### config.mk
export PLATFORM = sky130hd
export DESIGN_NAME = hazard_ctrl_pn
export DESIGN_NICKNAME = d
export VERILOG_FILES = /design/src/rtl/hazard_ctrl_pn.sv
export SDC_FILE = /design/constraint.sdc
export NUM_CORES = 1
export LEC_CHECK = 0
export ABC_AREA = 0
export BUFFER_PORTS_ARGS = -buffer_cell sky130_fd_sc_hd__buf_2
export CAP_MARGIN = 20
export CORE_MARGIN = 2
export CORE_UTILIZATION = 49
export DETAILED_ROUTE_END_ITERATION = 10
export PLACE_DENSITY = 0.92
export SLEW_MARGIN = 20
export SYNTH_ARGS = -nofsm -noshare
export SYNTH_HDL_FRONTEND = slang
export SYNTH_SLANG_ARGS = --single-unit
### constraint.sdc
create_clock -name CLK -period 3.4 [get_ports CLK]
set_input_delay 0.68 -clock CLK [delete_from_list [all_inputs] [get_ports CLK]]
set_output_delay 0.68 -clock CLK [all_outputs]
set_load 0.02 [all_outputs]
### src/rtl/hazard_ctrl_pn.sv
// Pipeline hazard controller: per-latch enable/flush vectors, load-use bubbles,
// EX/MEM bypass selects, sticky halt and dmem stall watchdog. Optional perf counters: HAZARD_PERF_EN.
module hazard_ctrl_pn #(
   parameter int unsigned NLATCH    = 4,
   parameter int unsigned MEM_LATCH = 2,
   parameter int unsigned REGW      = 5,
   parameter int unsigned TIMEOUT   = 1024
) (
   input  logic              CLK,
   input  logic              nRST,
   input  logic              ihit,
   input  logic              dhit,
   input  logic              dmemREN,
   input  logic              dmemWEN,
   input  logic [REGW-1:0]   id_rs,
   input  logic [REGW-1:0]   id_rt,
   input  logic [REGW-1:0]   ex_rd,
   input  logic              ex_regWEN,
   input  logic              ex_memREN,
   input  logic [REGW-1:0]   mem_rd,
   input  logic              mem_regWEN,
   input  logic              mem_branch_taken,
   input  logic              wb_halt,
   output logic [NLATCH-1:0] stage_en,
   output logic [NLATCH-1:0] stage_flush,
   output logic              pcen,
   output logic [1:0]        fwd_a,
   output logic [1:0]        fwd_b,
   output logic              halted,
   output logic              mem_timeout
`ifdef HAZARD_PERF_EN
   ,
   output logic [31:0]       stall_cycles,
   output logic [31:0]       flush_events,
   output logic [31:0]       ldu_bubbles
`endif
);

   localparam int unsigned CNT_W = $clog2(TIMEOUT + 1);
   localparam logic [CNT_W-1:0]  CNT_TOP  = CNT_W'(TIMEOUT);
   localparam logic [CNT_W-1:0]  CNT_TRIP = CNT_W'(TIMEOUT - 1);
   localparam logic [NLATCH-1:0] LAST_LATCH = {1'b1, {(NLATCH-1){1'b0}}};
   // Latches 0..MEM_LATCH hold younger, wrong-path instructions on a taken branch.
   localparam logic [NLATCH-1:0] BR_FLUSH =
      NLATCH'((65'(1) << (MEM_LATCH + 1)) - 65'(1));

   typedef enum logic {ST_RUN = 1'b0, ST_HALT = 1'b1} state_t;

   state_t             state_q, state_d;
   logic [CNT_W-1:0]   cnt_q, cnt_d;
   logic               to_q, to_d;
   logic               mem_stall;
   logic               load_use;
   logic               running;

   assign running   = (state_q == ST_RUN);
   assign mem_stall = (dmemREN | dmemWEN) & ~dhit;
   assign load_use  = ex_memREN & ex_regWEN & (ex_rd != '0) &
                      ((ex_rd == id_rs) | (ex_rd == id_rt));

   // EX result wins over MEM; a load in EX has no result yet.
   function automatic logic [1:0] fwd_sel(input logic [REGW-1:0] src);
      if (ex_regWEN && (ex_rd != '0) && (ex_rd == src) && !ex_memREN)
         return 2'd1;
      else if (mem_regWEN && (mem_rd != '0) && (mem_rd == src))
         return 2'd2;
      else
         return 2'd0;
   endfunction

   // State register
   always_ff @(posedge CLK) begin
      if (!nRST) begin
         state_q <= ST_RUN;
         cnt_q   <= '0;
         to_q    <= 1'b0;
      end else begin
         state_q <= state_d;
         cnt_q   <= cnt_d;
         to_q    <= to_d;
      end
   end

   // Next state and watchdog
   always_comb begin
      state_d = state_q;
      cnt_d   = cnt_q;
      to_d    = to_q;
      if (running && wb_halt)
         state_d = ST_HALT;
      if (!mem_stall) begin
         cnt_d = '0;
      end else if (running) begin
         if (cnt_q != CNT_TOP)
            cnt_d = cnt_q + CNT_W'(1);
         if (cnt_q == CNT_TRIP)
            to_d = 1'b1;
      end
   end

   // Outputs, priority-ordered hazard resolution
   always_comb begin
      stage_en    = '0;
      stage_flush = '0;
      pcen        = 1'b0;
      fwd_a       = 2'd0;
      fwd_b       = 2'd0;
      if (!nRST) begin
         stage_flush = '1;
      end else if (running) begin
         fwd_a = fwd_sel(id_rs);
         fwd_b = fwd_sel(id_rt);
         if (mem_stall) begin
            stage_en    = LAST_LATCH;
            stage_flush = LAST_LATCH;
         end else if (mem_branch_taken) begin
            stage_en    = '1;
            stage_flush = BR_FLUSH;
            pcen        = 1'b1;
         end else if (load_use) begin
            stage_en    = ~NLATCH'(1);
            stage_flush = NLATCH'(2);
         end else if (!ihit) begin
            stage_en    = '1;
            stage_flush = NLATCH'(1);
         end else begin
            stage_en    = '1;
            pcen        = 1'b1;
         end
      end
   end

   assign halted      = (state_q == ST_HALT);
   assign mem_timeout = to_q;

`ifdef HAZARD_PERF_EN
   logic [31:0] stall_q, flush_q, ldu_q;
   logic        ldu_sel;

   assign ldu_sel = ~mem_stall & ~mem_branch_taken & load_use;

   always_ff @(posedge CLK) begin
      if (!nRST) begin
         stall_q <= '0;
         flush_q <= '0;
         ldu_q   <= '0;
      end else if (running) begin
         if (mem_stall | ~ihit)
            stall_q <= stall_q + 32'd1;
         if (mem_branch_taken)
            flush_q <= flush_q + 32'd1;
         if (ldu_sel)
            ldu_q <= ldu_q + 32'd1;
      end
   end

   assign stall_cycles = stall_q;
   assign flush_events = flush_q;
   assign ldu_bubbles  = ldu_q;
`endif

endmodule

==> flow_summary.toml, run 1 <==
[worst_setup_path]
crit_chain = "buf_2, inv_2, nor2_8, o211ai_2, or4_1, nor4_2, buf_2"
cp.arrival_ps = 2110
cp-end-kind = "primary output"
critPathLaunchType = "input port"
cp.required_ps = 2720
slowest_delay_ps = 560
path_class = "in2out"
critPathMaxFanout = 6
slowest_stage = "or4_1"
path_common_cell = "buf_2"
crit_family = "simple AND/OR/NAND/NOR gates"
critPathBufInv = 3

[sta]
post-route-min-period_ps = 2790
hold_viol = 0
clock_skew_ps = 4.53
fin_tns_setup_ps = 0
fin_ws_ps = 614
slew_viol_final = 0
max_freq_mhz = 359
max_slew_margin = 0.596
timing.final.crit_share = 0.819
finalSetupViolCount = 0
holdWs_ps = 494
rsz0062_at_grt = "false"
tightestPinTransition_ps = 603

[min_path]
worstHoldPathType = "reg2reg"

[final_layout]
fin_util = 0.651
antenna_cells = 0
layout.nets = 207
layout-drive-gt1-share = 0.306
fillerInstances = 163
final_cell_mix = "buf_2, nor2_1, xor2_1"
regArea_sq_um = 260
area_delta_synth_final_pct = 27.2
final_common_cell = "buf_2"
multi_input_area_sq_um = 701

[clocking]
htreeDepth = 1
cts.sinks = 13
cts_setup_buffers = 0
cts_tree = "done"
cts.reportedPaths.clkPinSlew_ps = 80
ctsHoldBuffers = 0
clockRootBuffer = "clkbuf_4"
cts_made_buffers = 3
cts-resized-gates = 0
clk_latency_ps = 280
cts_max_path_buffers = 2

[floorplanning]
rows = 16
start_util = 0.512
die_area_sq_um = 2410
core_area_sq_um = 1940
dieWidth_um = 49.1
die_y_um = 49.1
ios = 46

[grt]
grt_overflow = 0
grt_max_degree = 13
antenna_found_initial = 0
grt_pass1_wl_mm = 4.35
first_global_vias = 1003
grtUsageTotal = 0.226

[drt]
drc = 0
dr.pass1.iters = 4
vias = 1037
ant_nets = 0
wl_mm = 2.51
wl_per_cell_um = 12.6
drtIter0Drc = 25
avgViaCountPerCell = 5.19

[logic_synthesis]
synth.avg_cell_area_sq_um = 7.83
yosysWarnings = 0
syn-num-nets = 160
synth-seq-area-share = 0.262
synth.distinct_cells = 33
synth_top_area_frac = 0.262
yosysTopAreaCell = "dfxtp_1"
synth-seq-cells = 13
synth_area_leaders = "dfxtp_1, xor2_1, xnor2_1"
syn_inst = 127
syn_area_sq_um = 995

[placed_design]
gp_congestion = 0.902
port_buffers = 45
dp_slack_ps = 607
hpwl_mm = 2.05

[pwr]
p_leak_nw = 0.532
total_power_mw = 0.354
p_per_area_nw_per_um2 = 280
vdd_drop_max_v = 0.000278

[outcome]
status = "completed"

[run]
drv_cap = 0
[stage by stage]
| step | std cells | area, sq um |
|---|---|---|
| finish | 200 | 1260 |
| global route | 200 | 1260 |
| CTS | 200 | 1260 |
| detailed placement | 196 | 1240 |
| global placement | 196 | 1240 |
| floorplan | 127 | 995 |
[cell usage after synthesis]
library cell / count
nor2b_1: 1
a221oi_1: 1
nor4_2: 1
o211ai_2: 1
dfxtp_1: 13
inv_1: 4
o31ai_1: 1
a2111oi_0: 1
o21ai_0: 3
nor4b_1: 1
a311oi_1: 1
nand4_1: 2
a21o_1: 1
a21oi_1: 4
or2_2: 1
nand3_1: 6
clkbuf_1: 2
or4_1: 3
nand2_1: 6
xnor2_1: 12
o211ai_1: 1
nor2_1: 23
nor4_1: 3
nor3_1: 8
a31oi_1: 1
ha_1: 2
nor2_8: 1
buf_4: 1
and4b_1: 1
and3_1: 1
a21boi_0: 1
xor2_1: 18
inv_2: 1
[where the power goes]
| group | switching, mW | leakage, nW | internal [mW] |
|---|---|---|---|
| clock network | 0.0521 | 0.0150 | 0.0456 |
| registers | 0.00464 | 0.105 | 0.154 |
| logic | 0.0563 | 0.412 | 0.0415 |
[registers in the layout (all words and copies together), names as in the netlist]
name,cells
cnt_q,11
halted,1
mem_timeout,1
[area by class of cell]
class	count	share of cell area
sequential	13	0.206
timing repair buffer	45	0.178
inverter	5	0.0148
multi-input combinational	106	0.554
clock buffer	4	0.0208
tap	27	0.0267
[kinds of logic (layout without fill, tap and decap cells)]
family	count (synthesis)	count (layout)	share of synthesized area
buf+inv	8	54	0.0340
flops	13	13	0.262
compound gates	16	16	0.111
simple gates	58	58	0.304
xor+xnor	30	30	0.264
fa+ha+maj	2	2	0.0252
[per-layer routing]
| metal | up-vias | global-route usage | routed length, um |
|---|---|---|---|
| met5 | - | 0 | 0 |
| met4 | 0 | 0.0619 | 47 |
| met2 | 47 | 0.381 | 1230 |
| met1 | 449 | 0.282 | 1060 |
| li1 | 531 | - | - |
| met3 | 10 | 0.0644 | 176 |
[worst register-to-register path, stage by stage, from the launching register on]
cell     delay (ps)
dfxtp_1         390
inv_1            70
ha_1            190
nor2b_1         150
a31oi_1         460
nand4_1         180
xor2_1          150
nor2_1           50
[worst paths after layout]
check                   start          end  slack [ps]  depth (start not counted)
setup reg to reg     cnt_q[0]     cnt_q[4]        1650                          7
hold reg to reg   mem_timeout  mem_timeout         490                          2
setup / recovery         nRST     fwd_a[1]         610                          7
hold / removal    mem_timeout  mem_timeout         490                          2
Note: power is estimated with default switching activity, not from simulation.
==> run 2, diff against run 1 <==
- CORE_UTILIZATION: 49 -> 41
- PLACE_DENSITY: 0.92 -> 0.83
- clock period: 3.4 -> 2.3 ns (I/O delays scaled with it)
==> run 2 against run 1 <==
Against the previous run:
- global-route usage decreased by 2.8 points
- via count increased by 7.3%
- cell area up 6.0%
- worst hold slack worse by 89 ps
- setup slack got worse by 610 ps
- count of clock-buffer cells in the layout stayed put
- critical endpoint is now stage_flush[1]
- largest cell class unchanged
- largest power group unchanged
- highest routed layer unchanged
==> flow_summary.toml, run 2 (synthesis gave the netlist of run 1 again) <==
[worst_setup_path]
slowest_delay_ps = 260
cp.arrival_ps = 1840
critPathMaxFanout = 3
cp-end-kind = "primary output"
crit_chain = "buf_2, xor2_1, nor3_1, nand3_1, buf_4, a21oi_1, a21o_1, buf_2"
critPathLaunchType = "input port"
r2r_cells = 7
slowest_stage = "a21oi_1"
path_common_cell = "buf_2"
path_class = "in2out"
cp.required_ps = 1840

[final_layout]
layout-drive-gt1-share = 0.352
multi_input_area_sq_um = 714
regMostFlops = "cnt_q"
final_cell_area_sq_um = 1340
final_cell_mix = "buf_2, nor2_1, xor2_1"
fillerInstances = 213
largest_reg_flops = 11
regArea_sq_um = 262
finalNonFillerCells = 207
area_delta_synth_final_pct = 34.8
fin_util = 0.595
final_common_cell = "buf_2"
layout.nets = 213
antenna_cells = 0

[outcome]
status = "completed"

[grt]
grt_overflow = 0
grt_max_degree = 12
antenna_found_initial = 0
first_global_vias = 1076
grt_pass1_wl_mm = 4.14
grtUsageTotal = 0.199

[min_path]
worstHoldPathType = "in2reg"
hold-path-cell-count = 3

[drt]
drc = 0
drtIter0Drc = 25
vias = 1113
ant_nets = 0
dr.pass1.iters = 4
wl_per_cell_um = 13.2
avgViaCountPerCell = 5.38
wl_mm = 2.73

[floorplanning]
dieWidth_um = 53.3
ios = 46
core_area_sq_um = 2250
die_area_sq_um = 2840
rows = 17
die_y_um = 53.3
start_util = 0.441

[placed_design]
port_buffers = 45
place_inst = 203
gp_congestion = 0.864
hpwl_mm = 2.29
dp_slack_ps = -86.6
place_area_sq_um = 1290

[pwr]
p_leak_nw = 0.569
vdd_drop_max_v = 0.000450
p_per_area_nw_per_um2 = 394
total_power_mw = 0.528

[sta]
fin_tns_setup_ps = 0
max_freq_mhz = 436
max_slew_margin = 0.599
holdWs_ps = 405
tightestPinTransition_ps = 599
slew_viol_final = 0
timing.final.crit_share = 0.998
hold_viol = 0
clock_skew_ps = 3.26
post-route-min-period_ps = 2300
finalSetupViolCount = 0
fin_ws_ps = 3.90
rsz0062_at_grt = "true"

[clocking]
cts_tree = "done"
clk_latency_ps = 270
cts.sinks = 13
cts.reportedPaths.clkPinSlew_ps = 70
ctsHoldBuffers = 0
clockRootBuffer = "clkbuf_4"
htreeDepth = 1
cts_max_path_buffers = 2
cts_made_buffers = 3

[run]
drv_cap = 0
## run 2: changes by cell type in the layout (fill, tap and decap cells not counted), moves of 2 or more
cell / delta
buf_2: -3
buf_4: +7
buf_6: +2
or4_1: -2
or4_4: +2
## run 2: final cells by class
| class | count | area share |
|---|---|---|
| inverter | 5 | 0.0140 |
| tap | 28 | 0.0261 |
| sequential | 13 | 0.195 |
| clock buffer | 4 | 0.0196 |
| timing repair buffer | 51 | 0.213 |
| multi-input combinational | 106 | 0.533 |
## run 2: path summary, 6_finish.rpt
kind | from | end | slack (ps)
hold reg to reg | mem_timeout | mem_timeout | 480
setup reg to reg | cnt_q[0] | cnt_q[4] | 550
hold / removal | wb_halt | halted | 400
setup / recovery | ex_rd[1] | stage_flush[1] | 4
## run 2: timing repair
| action | 4_1_cts | 5_1_grt |
|---|---|---|
| gates cloned | 0 | 0 |
| setup buffers | 0 | 0 |
| gates resized for setup | 7 | 2 |
| setup endpoints to repair | 4 | 7 |
| pin swaps | 3 | 2 |
## run 2: per-layer routing
layer / vias to the layer above / part of all wire / global-route usage
li1: 549 / - / -
met1: 511 / 0.38 / 0.174
met2: 47 / 0.53 / 0.434
met3: 6 / 0.067 / 0.0311
met4: 0 / 0.016 / 0.0598
met5: - / 0 / 0
## run 2: where the power goes
part / leakage, nW / internal (mW) / switching, mW
registers: 0.105 / 0.228 / 0.00358
logic: 0.448 / 0.0707 / 0.0925
clock network: 0.0150 / 0.0671 / 0.0666
total: 0.569 / 0.366 / 0.163
## run 2: critical path, delay by kind of cell
| family | cells | cell delay (ps) |
|---|---|---|
| AO/OA/AOI/OAI | 2 | 420 |
| XOR/XNOR | 1 | 160 |
| AND/OR/NAND/NOR | 2 | 340 |
| buffers and inverters | 3 | 460 |
